**config.mk**
```make
export PLATFORM = sky130hd
export DESIGN_NAME = lsu_mem_master_flat
export DESIGN_NICKNAME = d
export VERILOG_FILES = /design/src/rtl/lsu_pkg.sv /design/src/rtl/lsu_mem_master_if.sv /design/src/rtl/lsu_timeout_ctr.sv /design/src/rtl/lsu_mem_master.sv /design/src/flat_wrapper.sv
export SDC_FILE = /design/constraint.sdc
export NUM_CORES = 1
export LEC_CHECK = 0
export CORE_MARGIN = 3
export CORE_UTILIZATION = 39
export CTS_BUF_LIST = sky130_fd_sc_hd__clkbuf_8
export DETAILED_ROUTE_END_ITERATION = 8
export GPL_TIMING_DRIVEN = 0
export PLACE_DENSITY = 0.9
export SYNTH_ARGS = -nofsm -noshare
export SYNTH_HDL_FRONTEND = slang
export SYNTH_SLANG_ARGS = --single-unit
```
**constraint.sdc**
```tcl
create_clock -name clk -period 1.7 [get_ports clk]
set_input_delay 0.425 -clock clk [delete_from_list [all_inputs] [get_ports clk]]
set_output_delay 0.425 -clock clk [all_outputs]
set_load 0.02 [all_outputs]
```
**src/rtl/lsu_pkg.sv**
```systemverilog
// Shared widths, memory depth and timeout defaults, and the FSM state type for the LSU
// memory master.
package lsu_pkg;

    localparam int unsigned XLEN      = 19;
    localparam int unsigned MEM_DEPTH = 1025;
    localparam int unsigned TIMEOUT   = 16;

    typedef enum logic [1:0] {
        IDLE,
        BUSY,
        RESP
    } lsu_state_e;

endpackage

```
**src/rtl/lsu_mem_master_if.sv**
```systemverilog
// Signal bundle between the MEM stage, the LSU and the data memory.
// The master modport is the LSU's view of the bundle; the slave modport is the pipeline and memory side.
interface lsu_mem_master_if;
    import lsu_pkg::*;

    logic            req_valid;
    logic            req_we;
    logic [XLEN-1:0] req_addr;
    logic [XLEN-1:0] req_wdata;
    logic            req_ready;
    logic            resp_valid;
    logic [XLEN-1:0] resp_rdata;
    logic            fault;
    logic            mem_req;
    logic            mem_we;
    logic [XLEN-1:0] mem_addr;
    logic [XLEN-1:0] mem_wdata;
    logic            mem_ack;
    logic [XLEN-1:0] mem_rdata;

    modport master (
        input  req_valid, req_we, req_addr, req_wdata, mem_ack, mem_rdata,
        output req_ready, resp_valid, resp_rdata, fault,
        output mem_req, mem_we, mem_addr, mem_wdata
    );

    modport slave (
        output req_valid, req_we, req_addr, req_wdata, mem_ack, mem_rdata,
        input  req_ready, resp_valid, resp_rdata, fault,
        input  mem_req, mem_we, mem_addr, mem_wdata
    );

endinterface

```
**src/rtl/lsu_timeout_ctr.sv**
```systemverilog
// BUSY-cycle counter for the LSU; expired is high during the TIMEOUT-th cycle after clear drops.
// Instantiated only when LSU_TIMEOUT_EN is defined.
module lsu_timeout_ctr #(
    parameter int unsigned TIMEOUT = 16
) (
    input  logic clk,
    input  logic rst,
    input  logic clr,
    output logic expired
);

    localparam int unsigned W = $clog2(TIMEOUT + 1);

    logic [W-1:0] cnt_q;

    assign expired = (cnt_q == W'(TIMEOUT - 1));

    always_ff @(posedge clk or negedge rst) begin
        if (!rst) begin
            cnt_q <= '0;
        end else if (clr) begin
            cnt_q <= '0;
        end else if (!expired) begin
            cnt_q <= cnt_q + 1'b1;
        end
    end

endmodule

```
**src/rtl/lsu_mem_master.sv**
```systemverilog
// Load/store initiator: one access in flight, req/ack memory bus, and a range-check fault.
// Defining LSU_TIMEOUT_EN adds a BUSY timeout that faults an access memory never acks.
module lsu_mem_master
    import lsu_pkg::*;
#(
    parameter int unsigned MEM_DEPTH = lsu_pkg::MEM_DEPTH
`ifdef LSU_TIMEOUT_EN
    ,
    parameter int unsigned TIMEOUT   = lsu_pkg::TIMEOUT
`endif
) (
    input  logic               clk,
    input  logic               rst,
    lsu_mem_master_if.master   bus
);

    lsu_state_e      state_q, state_d;
    logic            we_q, we_d;
    logic [XLEN-1:0] addr_q, addr_d;
    logic [XLEN-1:0] wdata_q, wdata_d;
    logic [XLEN-1:0] rdata_q, rdata_d;
    logic            fault_q, fault_d;
    logic            tmo_expired;
    logic            in_range;

    // Compare at 32 bits so that no address wraps into the legal range.
    assign in_range = (32'(bus.req_addr) < MEM_DEPTH);

`ifdef LSU_TIMEOUT_EN
    lsu_timeout_ctr #(
        .TIMEOUT (TIMEOUT)
    ) u_timeout_ctr (
        .clk     (clk),
        .rst     (rst),
        .clr     (state_q != BUSY),
        .expired (tmo_expired)
    );
`else
    assign tmo_expired = 1'b0;
`endif

    always_comb begin
        state_d = state_q;
        we_d    = we_q;
        addr_d  = addr_q;
        wdata_d = wdata_q;
        rdata_d = rdata_q;
        fault_d = fault_q;
        unique case (state_q)
            IDLE: begin
                if (bus.req_valid) begin
                    if (in_range) begin
                        we_d    = bus.req_we;
                        addr_d  = bus.req_addr;
                        wdata_d = bus.req_wdata;
                        fault_d = 1'b0;
                        state_d = BUSY;
                    end else begin
                        fault_d = 1'b1;
                        rdata_d = '0;
                        state_d = RESP;
                    end
                end
            end
            BUSY: begin
                // An ack in the timeout cycle still completes the access normally.
                if (bus.mem_ack) begin
                    rdata_d = we_q ? '0 : bus.mem_rdata;
                    fault_d = 1'b0;
                    state_d = RESP;
                end else if (tmo_expired) begin
                    rdata_d = '0;
                    fault_d = 1'b1;
                    state_d = RESP;
                end
            end
            RESP: state_d = IDLE;
            default: state_d = IDLE;
        endcase
    end

    always_ff @(posedge clk or negedge rst) begin
        if (!rst) begin
            state_q <= IDLE;
            we_q    <= 1'b0;
            addr_q  <= '0;
            wdata_q <= '0;
            rdata_q <= '0;
            fault_q <= 1'b0;
        end else begin
            state_q <= state_d;
            we_q    <= we_d;
            addr_q  <= addr_d;
            wdata_q <= wdata_d;
            rdata_q <= rdata_d;
            fault_q <= fault_d;
        end
    end

    assign bus.req_ready  = (state_q == IDLE);
    assign bus.resp_valid = (state_q == RESP);
    assign bus.resp_rdata = rdata_q;
    assign bus.fault      = (state_q == RESP) && fault_q;
    assign bus.mem_req    = (state_q == BUSY);
    assign bus.mem_we     = (state_q == BUSY) && we_q;
    assign bus.mem_addr   = addr_q;
    assign bus.mem_wdata  = wdata_q;

endmodule
```
**src/flat_wrapper.sv**
```systemverilog
// flat-port wrapper written by rule: the top's interface ports become plain ports
module lsu_mem_master_flat import lsu_pkg::*;
#(
    parameter int unsigned MEM_DEPTH = lsu_pkg::MEM_DEPTH

)
  (clk, rst, bus_req_valid, bus_req_we, bus_req_addr, bus_req_wdata, bus_mem_ack, bus_mem_rdata, bus_req_ready, bus_resp_valid, bus_resp_rdata, bus_fault, bus_mem_req, bus_mem_we, bus_mem_addr, bus_mem_wdata);
  lsu_mem_master_if bus_i ();
  input  logic clk;
  input  logic rst;
  input wire logic [$bits(bus_i.req_valid)-1:0] bus_req_valid;
  input wire logic [$bits(bus_i.req_we)-1:0] bus_req_we;
  input wire logic [$bits(bus_i.req_addr)-1:0] bus_req_addr;
  input wire logic [$bits(bus_i.req_wdata)-1:0] bus_req_wdata;
  input wire logic [$bits(bus_i.mem_ack)-1:0] bus_mem_ack;
  input wire logic [$bits(bus_i.mem_rdata)-1:0] bus_mem_rdata;
  output wire logic [$bits(bus_i.req_ready)-1:0] bus_req_ready;
  output wire logic [$bits(bus_i.resp_valid)-1:0] bus_resp_valid;
  output wire logic [$bits(bus_i.resp_rdata)-1:0] bus_resp_rdata;
  output wire logic [$bits(bus_i.fault)-1:0] bus_fault;
  output wire logic [$bits(bus_i.mem_req)-1:0] bus_mem_req;
  output wire logic [$bits(bus_i.mem_we)-1:0] bus_mem_we;
  output wire logic [$bits(bus_i.mem_addr)-1:0] bus_mem_addr;
  output wire logic [$bits(bus_i.mem_wdata)-1:0] bus_mem_wdata;
  assign bus_i.req_valid = bus_req_valid;
  assign bus_i.req_we = bus_req_we;
  assign bus_i.req_addr = bus_req_addr;
  assign bus_i.req_wdata = bus_req_wdata;
  assign bus_i.mem_ack = bus_mem_ack;
  assign bus_i.mem_rdata = bus_mem_rdata;
  assign bus_req_ready = bus_i.req_ready;
  assign bus_resp_valid = bus_i.resp_valid;
  assign bus_resp_rdata = bus_i.resp_rdata;
  assign bus_fault = bus_i.fault;
  assign bus_mem_req = bus_i.mem_req;
  assign bus_mem_we = bus_i.mem_we;
  assign bus_mem_addr = bus_i.mem_addr;
  assign bus_mem_wdata = bus_i.mem_wdata;
  lsu_mem_master #(.MEM_DEPTH(MEM_DEPTH)) u_core (.clk(clk), .rst(rst), .bus(bus_i));
endmodule
```
---- Word level (Yosys, flattened, before mapping) ----
Index checks and enable logic that the tools add are counted.
word-level totals
  logic and storage cells ................. 33
  flip-flop bits (word level) ............. 61
cells by class
  $lt $le $gt $ge ......................... 1
  reductions and logical operators ........ 8
  mux-type cells .......................... 13
  equality and inequality tests ........... 5
operators by type and width
  kind                    count
  $mux W19                4
  $pmux W19 S2            1
  $lt A19 B11 Y1 const B  1
  $mux W2                 3
  $ne A2 B2 Y1 const B    3
  $reduce_and A3 Y1       2
  $pmux W2 S2             1
  $reduce_and A4 Y1       1
  $mux W1                 3
  $eq A2 B1 Y1 const B    1
  $eq A2 B2 Y1 const B    1
  $logic_and A1 B1 Y1     2
  $logic_not A2 Y1        1
  $pmux W1 S2             1
  $reduce_and A2 Y1       1
  $reduce_bool A2 Y1      1

---- Depth between registers and ports, before layout ----
  depth after elaboration ................. 4
  gate-level depth with buffers ........... 6

---- Worst setup path before layout ----
OpenSTA, ideal clock, no wires.
  kind .................................... reg2reg
  start point ............................. reg u_core.state_q[0]
  end point ............................... reg u_core.addr_q[9] (netlist: u_core.bus.mem_addr[9])
  setup slack ............................. -0.124 ns
  path buffers ............................ 2
  arrival time ............................ 1.703 ns
  library setup time ...................... 0.121 ns
  required time ........................... 1.579 ns
  cell stages (with the launch flop) ...... 7
  cells stage by stage .................... dfrtp_1 > nor2_1 > nand4_1 > or2_1 > buf_6 > buf_6 > a22o_1
between the ends
  longest elaborated chain between the ends .. 2
ends and longest elaborated chain
  element                      line                  RTL
  start: declaration           lsu_mem_master.sv:17  lsu_state_e state_q, state_d;
  start signal: assignment     lsu_mem_master.sv:91  state_q <= state_d;
  $logic_not A2 Y1             -
  via bus_req_ready            flat_wrapper.sv:17    output wire logic [$bits(bus_i.req_ready)-1:0] bus_req_ready;
  $reduce_and A3 Y1 (no line)  -
  end signal: assignment       lsu_mem_master.sv:93  addr_q <= addr_d;
  end: declaration             lsu_mem_master.sv:19  logic [XLEN-1:0] addr_q, addr_d;
The timed path passes the listed nets, and every way through them passes these cells.
A chain may end at the register's enable or synchronous reset.

---- Final worst setup path ----
  start point ............................. reg u_core.state_q[0]
  end point ............................... reg u_core.wdata_q[18] (netlist: u_core.bus.mem_wdata[18])
between the ends
  longest elaborated chain between the ends .. 2
ends and longest elaborated chain
  element                      line                  RTL
  $logic_not A2 Y1             lsu_mem_master.sv:49  unique case (state_q)
  $reduce_and A3 Y1 (no line)  -
  end signal: assignment       lsu_mem_master.sv:94  wdata_q <= wdata_d;
  end: declaration             lsu_mem_master.sv:20  logic [XLEN-1:0] wdata_q, wdata_d;
Every way passes these cells.

==> out/qor.txt <==
result of the run = finished, violations left
failing checks = setup timing
hold_buf cts = 0
multi-input logic area = 896 µm²
Tot GR Track Use = 0.202
initial antenna violation count = 0
Net Sw Power = 667 µW
grt ovf = 0
Pre-antenna DRT Iters = 4
Max Cap Viol = 0
Sequential Power Share = 0.498
initial core utilization = 0.412
largest net degree at the start of global routing = 35
drt total wl = 6760 µm
Avg WL per Cell = 18.0 µm
CP top delay family = flip-flops
Max VDD drop = 0.555 mV
Worst path most repeated cell = nor2_4
CP required = 1910 ps
vias = 1860
Seq cells post-synth = 61
placer congestion estimate = 0.749
row count = 27
Hold Worst Slack = 117 ps
drt via density = 4.95
PwrDens = 749 nW/µm²
global-route wire length before repair = 11000 µm
CP Capture Type = register
most common cell after layout, fill and taps aside = dlygate4sd2_1
Slew headroom = 0.567
final setup fails = 6
warnings from Yosys = 0
skew final = 4.18 ps
die width = 83.0 µm
Syn Area/Cell = 14.9 µm²
final worst slack = -13.2 ps
worst slew pin tran = 650 ps
Worst Hold Class = in2async
Gate power share = 0.103
syn nets = 217
Worst-Skew Late Latency = 330 ps
final hold violations = 0
CTS tree = yes
fmax = 0.584 GHz
Die ar. = 6880 µm²
vias in the first global route = 2119
H-Tree Depth = 3
most frequent cells in the layout = dlygate4sd2_1, dfrtp_1, clkdlybuf4s50_1, a22o_1, mux2_4
worst stage delay on the critical path = 470 ps
internal power = 2310 µW
Core Region = 5610 µm²
area grow syn2layout = 72.4%
Yosys cell types = 23
leakage = 0.00214 µW
drc violations = 0
layout cell share with drive strength beyond 1 = 0.289
Ports = 124
Inserted Diodes = 0
Final Max Slew Viols = 0
post-synthesis cell count = 155
IO buf count = 123
chip height = 83.0 µm
fin nets = 363
Clock transition at path regs = 70 ps
share of total power in the clock network = 0.399
register area = 1530 µm²
Post-DP Area = 3650 µm²
TNS Setup = -44.8 ps
Final Cell Area = 3980 µm²
initial DRC count = 56
Filler Cells Inserted = 406
clk buf depth = 2
fin crit share = 1.01
post-route ant nets = 0
switching part of the total = 0.224
RSZ-0062 raised after global routing = yes
worst slack at placement = -808 ps
part of the Yosys area used for sequential elements = 0.661
worst path bufs/invs = 2
post-layout minimum cycle time = 1710 ps
CTS Buf Count = 9
Post-Synthesis Cell Area = 2310 µm²
HPWL after DPL = 4630 µm
clock sink count = 61
clk root buf = clkbuf_8
slowest CP cell = dfrtp_2
crit path cell chain = nor2_4, nand4_1, buf_4, nor2_4, buf_6, mux2_4
Setup CP Type = reg2reg
Arrival @ worst endpoint = 1920 ps
CP max FO = 5
crit path launch type = register
stage by stage:
step / power (µW) / utilization / instances
after detailed placement: 1810 / 0.651 / 351
after global routing: 3100 / 0.710 / 376
after floorplan: 1580 / - / 155
final: 2980 / 0.710 / 376
after global placement: 1800 / 0.648 / 350
after CTS: 3000 / 0.700 / 373
power by group through the flow:
stage / logic [µW] / clock network [µW] / registers, µW
3_3_place_gp: 291 / 0 / 1510
4_1_cts: 298 / 1220 / 1480
2_1_floorplan: 48.9 / 0 / 1530
5_1_grt: 330 / 1280 / 1490
6_report: 306 / 1190 / 1480
3_5_place_dp: 301 / 0 / 1510
path summary, 6_finish.rpt:
kind	from	to	slack, ps	cells after the start
worst max-delay path	u_core.state_q[0]	u_core.bus.mem_wdata[18]	-10	6
worst min-delay path	rst	u_core.bus.resp_rdata[2]	120	1
worst max register to register	u_core.state_q[0]	u_core.bus.mem_wdata[18]	-10	6
worst min register to register	u_core.bus.mem_addr[18]	u_core.bus.mem_addr[18]	480	1
max in group asynchronous	rst	u_core.state_q[0]	960	2
min in group clk	bus_req_addr[6]	u_core.bus.mem_addr[6]	370	2
final cells by class:
cell class | instances | share of cell area
timing repair buffer | 135 | 0.301
inverter | 4 | 0.00377
sequential | 61 | 0.384
clock buffer | 13 | 0.0449
buffer | 7 | 0.0173
tap | 72 | 0.0226
clock inverter | 1 | 0.00126
multi-input combinational | 83 | 0.225
cells by family after synthesis:
group,synth area share
and+or+nand+nor,0.0802
muxes,0.121
DFF,0.661
AOI/OAI and AO/OA,0.111
buffers and inverters,0.0271
synthesized netlist by cell type:
library cell  number  area [µm²]
nand2_1            2        7.51
and2_1            10        62.6
o211ai_1           1        7.51
or2_1              1        6.26
nor2_1             5        18.8
nand4b_1           1        8.76
mux2_2            20         225
a22o_1            25         219
a21oi_1            1        5.00
nor4_2             4        50.1
nor2b_1            1        6.26
buf_2              5        25.0
dfrtp_1           61        1530
nand2b_1           1        6.26
mux2i_1            1        10.0
o31ai_1            1        7.51
inv_1              4        15.0
nand4_1            1        6.26
mux2_1             4        45.0
buf_6              2        22.5
nor3b_2            1        12.5
a31oi_1            1        6.26
o21ai_0            2        10.0
registers in the layout (all words and copies together) (netlist names):
signal,count
u_core.state_q,2
u_core.bus.mem_wdata,19
u_core.bus.mem_addr,19
u_core.fault_q,1
u_core.we_q,1
u_core.bus.resp_rdata,19
repair_timing:
item | 4_1_cts | 5_1_grt
cloned | 3 | 0
resized for setup | 152 | 31
buffers inserted | 5 | 3
endpoints found under the hold margin | 0 | 0
pin swaps | 9 | 8
endpoints found under the setup margin | 122 | 62
routing by layer:
metal | share of wire | global-route usage | up-vias
li1 | - | - | 854
met1 | 0.41 | 0.245 | 924
met2 | 0.52 | 0.342 | 71
met3 | 0.053 | 0.0516 | 11
met4 | 0.020 | 0.0817 | 0
met5 | 0 | 0 | -
(Power assumes the default switching activity.)
==> RTL edit, RTL diff (same flow settings) <==
Add a define of `LSU_TIMEOUT_EN`.
--- a/src/rtl/lsu_mem_master.sv
+++ b/src/rtl/lsu_mem_master.sv
@@ -1,4 +1,6 @@
 // Load/store initiator: one access in flight, req/ack memory bus, and a range-check fault.
 // Defining LSU_TIMEOUT_EN adds a BUSY timeout that faults an access memory never acks.
+`define LSU_TIMEOUT_EN
+
 module lsu_mem_master
     import lsu_pkg::*;
Formal check against the unedited RTL: same outputs for any inputs over 10 cycles, from zero or initial values and one cycle with rst low; that may be too few to reach the edited logic, so the function may still have changed.
==> RTL edit against the unedited design <==
The run still ends with negative setup slack left. Sequential cell count grew 5. Synthesized area rose by 17%. Global-route usage down 1.8 points. Routed wire length increased by 11%. Total power rose by 16%. Synthesized cell count is 16% higher. Worst setup slack lost 250 ps. Design area increased by 14%.
==> RTL edit: results (changes against the unedited design) <==
outcome finished with violations; failing checks negative setup slack; Final WS setup -262 ps (-249 ps); sequential cells 66 (+8.2%); Placement Cell Area 4050 sq um (+11%); first-pass GRT wire length 11100 microns (+0.95%); syn_nets 244 (+12%); GRT Overall Usage 18.4% (-1.8 points); flop2flop setup slack -220 ps (-210 ps); Leak 0.00241 uW (+12%); DRT iter0 DRCs 49 (-13%); maximum vdd drop 0.000536 V (-3.3%); Yosys cell types 35 (+52%); Non-clk bufs 158 (+11%); final setup fails 61 (+55); register area 1650 sq um (+8.2%); Fmax achieved 510 MHz (-13%); Worst Setup SP bus_req_addr[15]; Worst R2R End u_core.bus.resp_rdata[1]$_DFFE_PN0P_; Clock power frac 44.8% (+4.9 points); slowest stage delay, CP 550 ps (+80 ps); post-synthesis xor/xnor area fraction 0.973% (+0.97 points); dpl hpwl 4780 microns (+3.3%); slew margin rel. 46.2% (-10 points); vias in the first global route 2247 (+6.0%)
RTL edit: cell types whose count changed in the layout (fill, tap and decap cells not counted), moves of 4 or more:
cell / delta
nor2_1: +8
buf_6: +8
or4_4: +4
dfrtp_1: +5
buf_4: +11
and2_1: -9
and2_4: +9
RTL edit: kinds of logic after synthesis:
| logic type | Yosys count |
|---|---|
| buf+inv | 11 |
| flops | 66 |
| fa+ha+maj | 2 |
| xor+xnor | 3 |
| mux | 27 |
| compound gates | 30 |
| simple gates | 41 |
RTL edit: per-stage QoR:
stage	hold slack [ps]	TNS [ps]	instances	worst slack [ps]	utilization, %
2_1_floorplan	129	-18840	180	-431	-
3_3_place_gp	469	-176050	380	-1900	62.0
3_5_place_dp	470	-53210	380	-1010	62.0
4_1_cts	197	-9880	417	-225	68.2
5_1_grt	236	-15810	423	-332	69.7
6_report	157	-11470	423	-262	69.7
RTL edit: metal layers:
layer	global-route usage (%)	wire length (microns)
met2	30.9	3740
met3	6.45	660
met4	6.77	117
met5	0	0
met1	21.8	2950
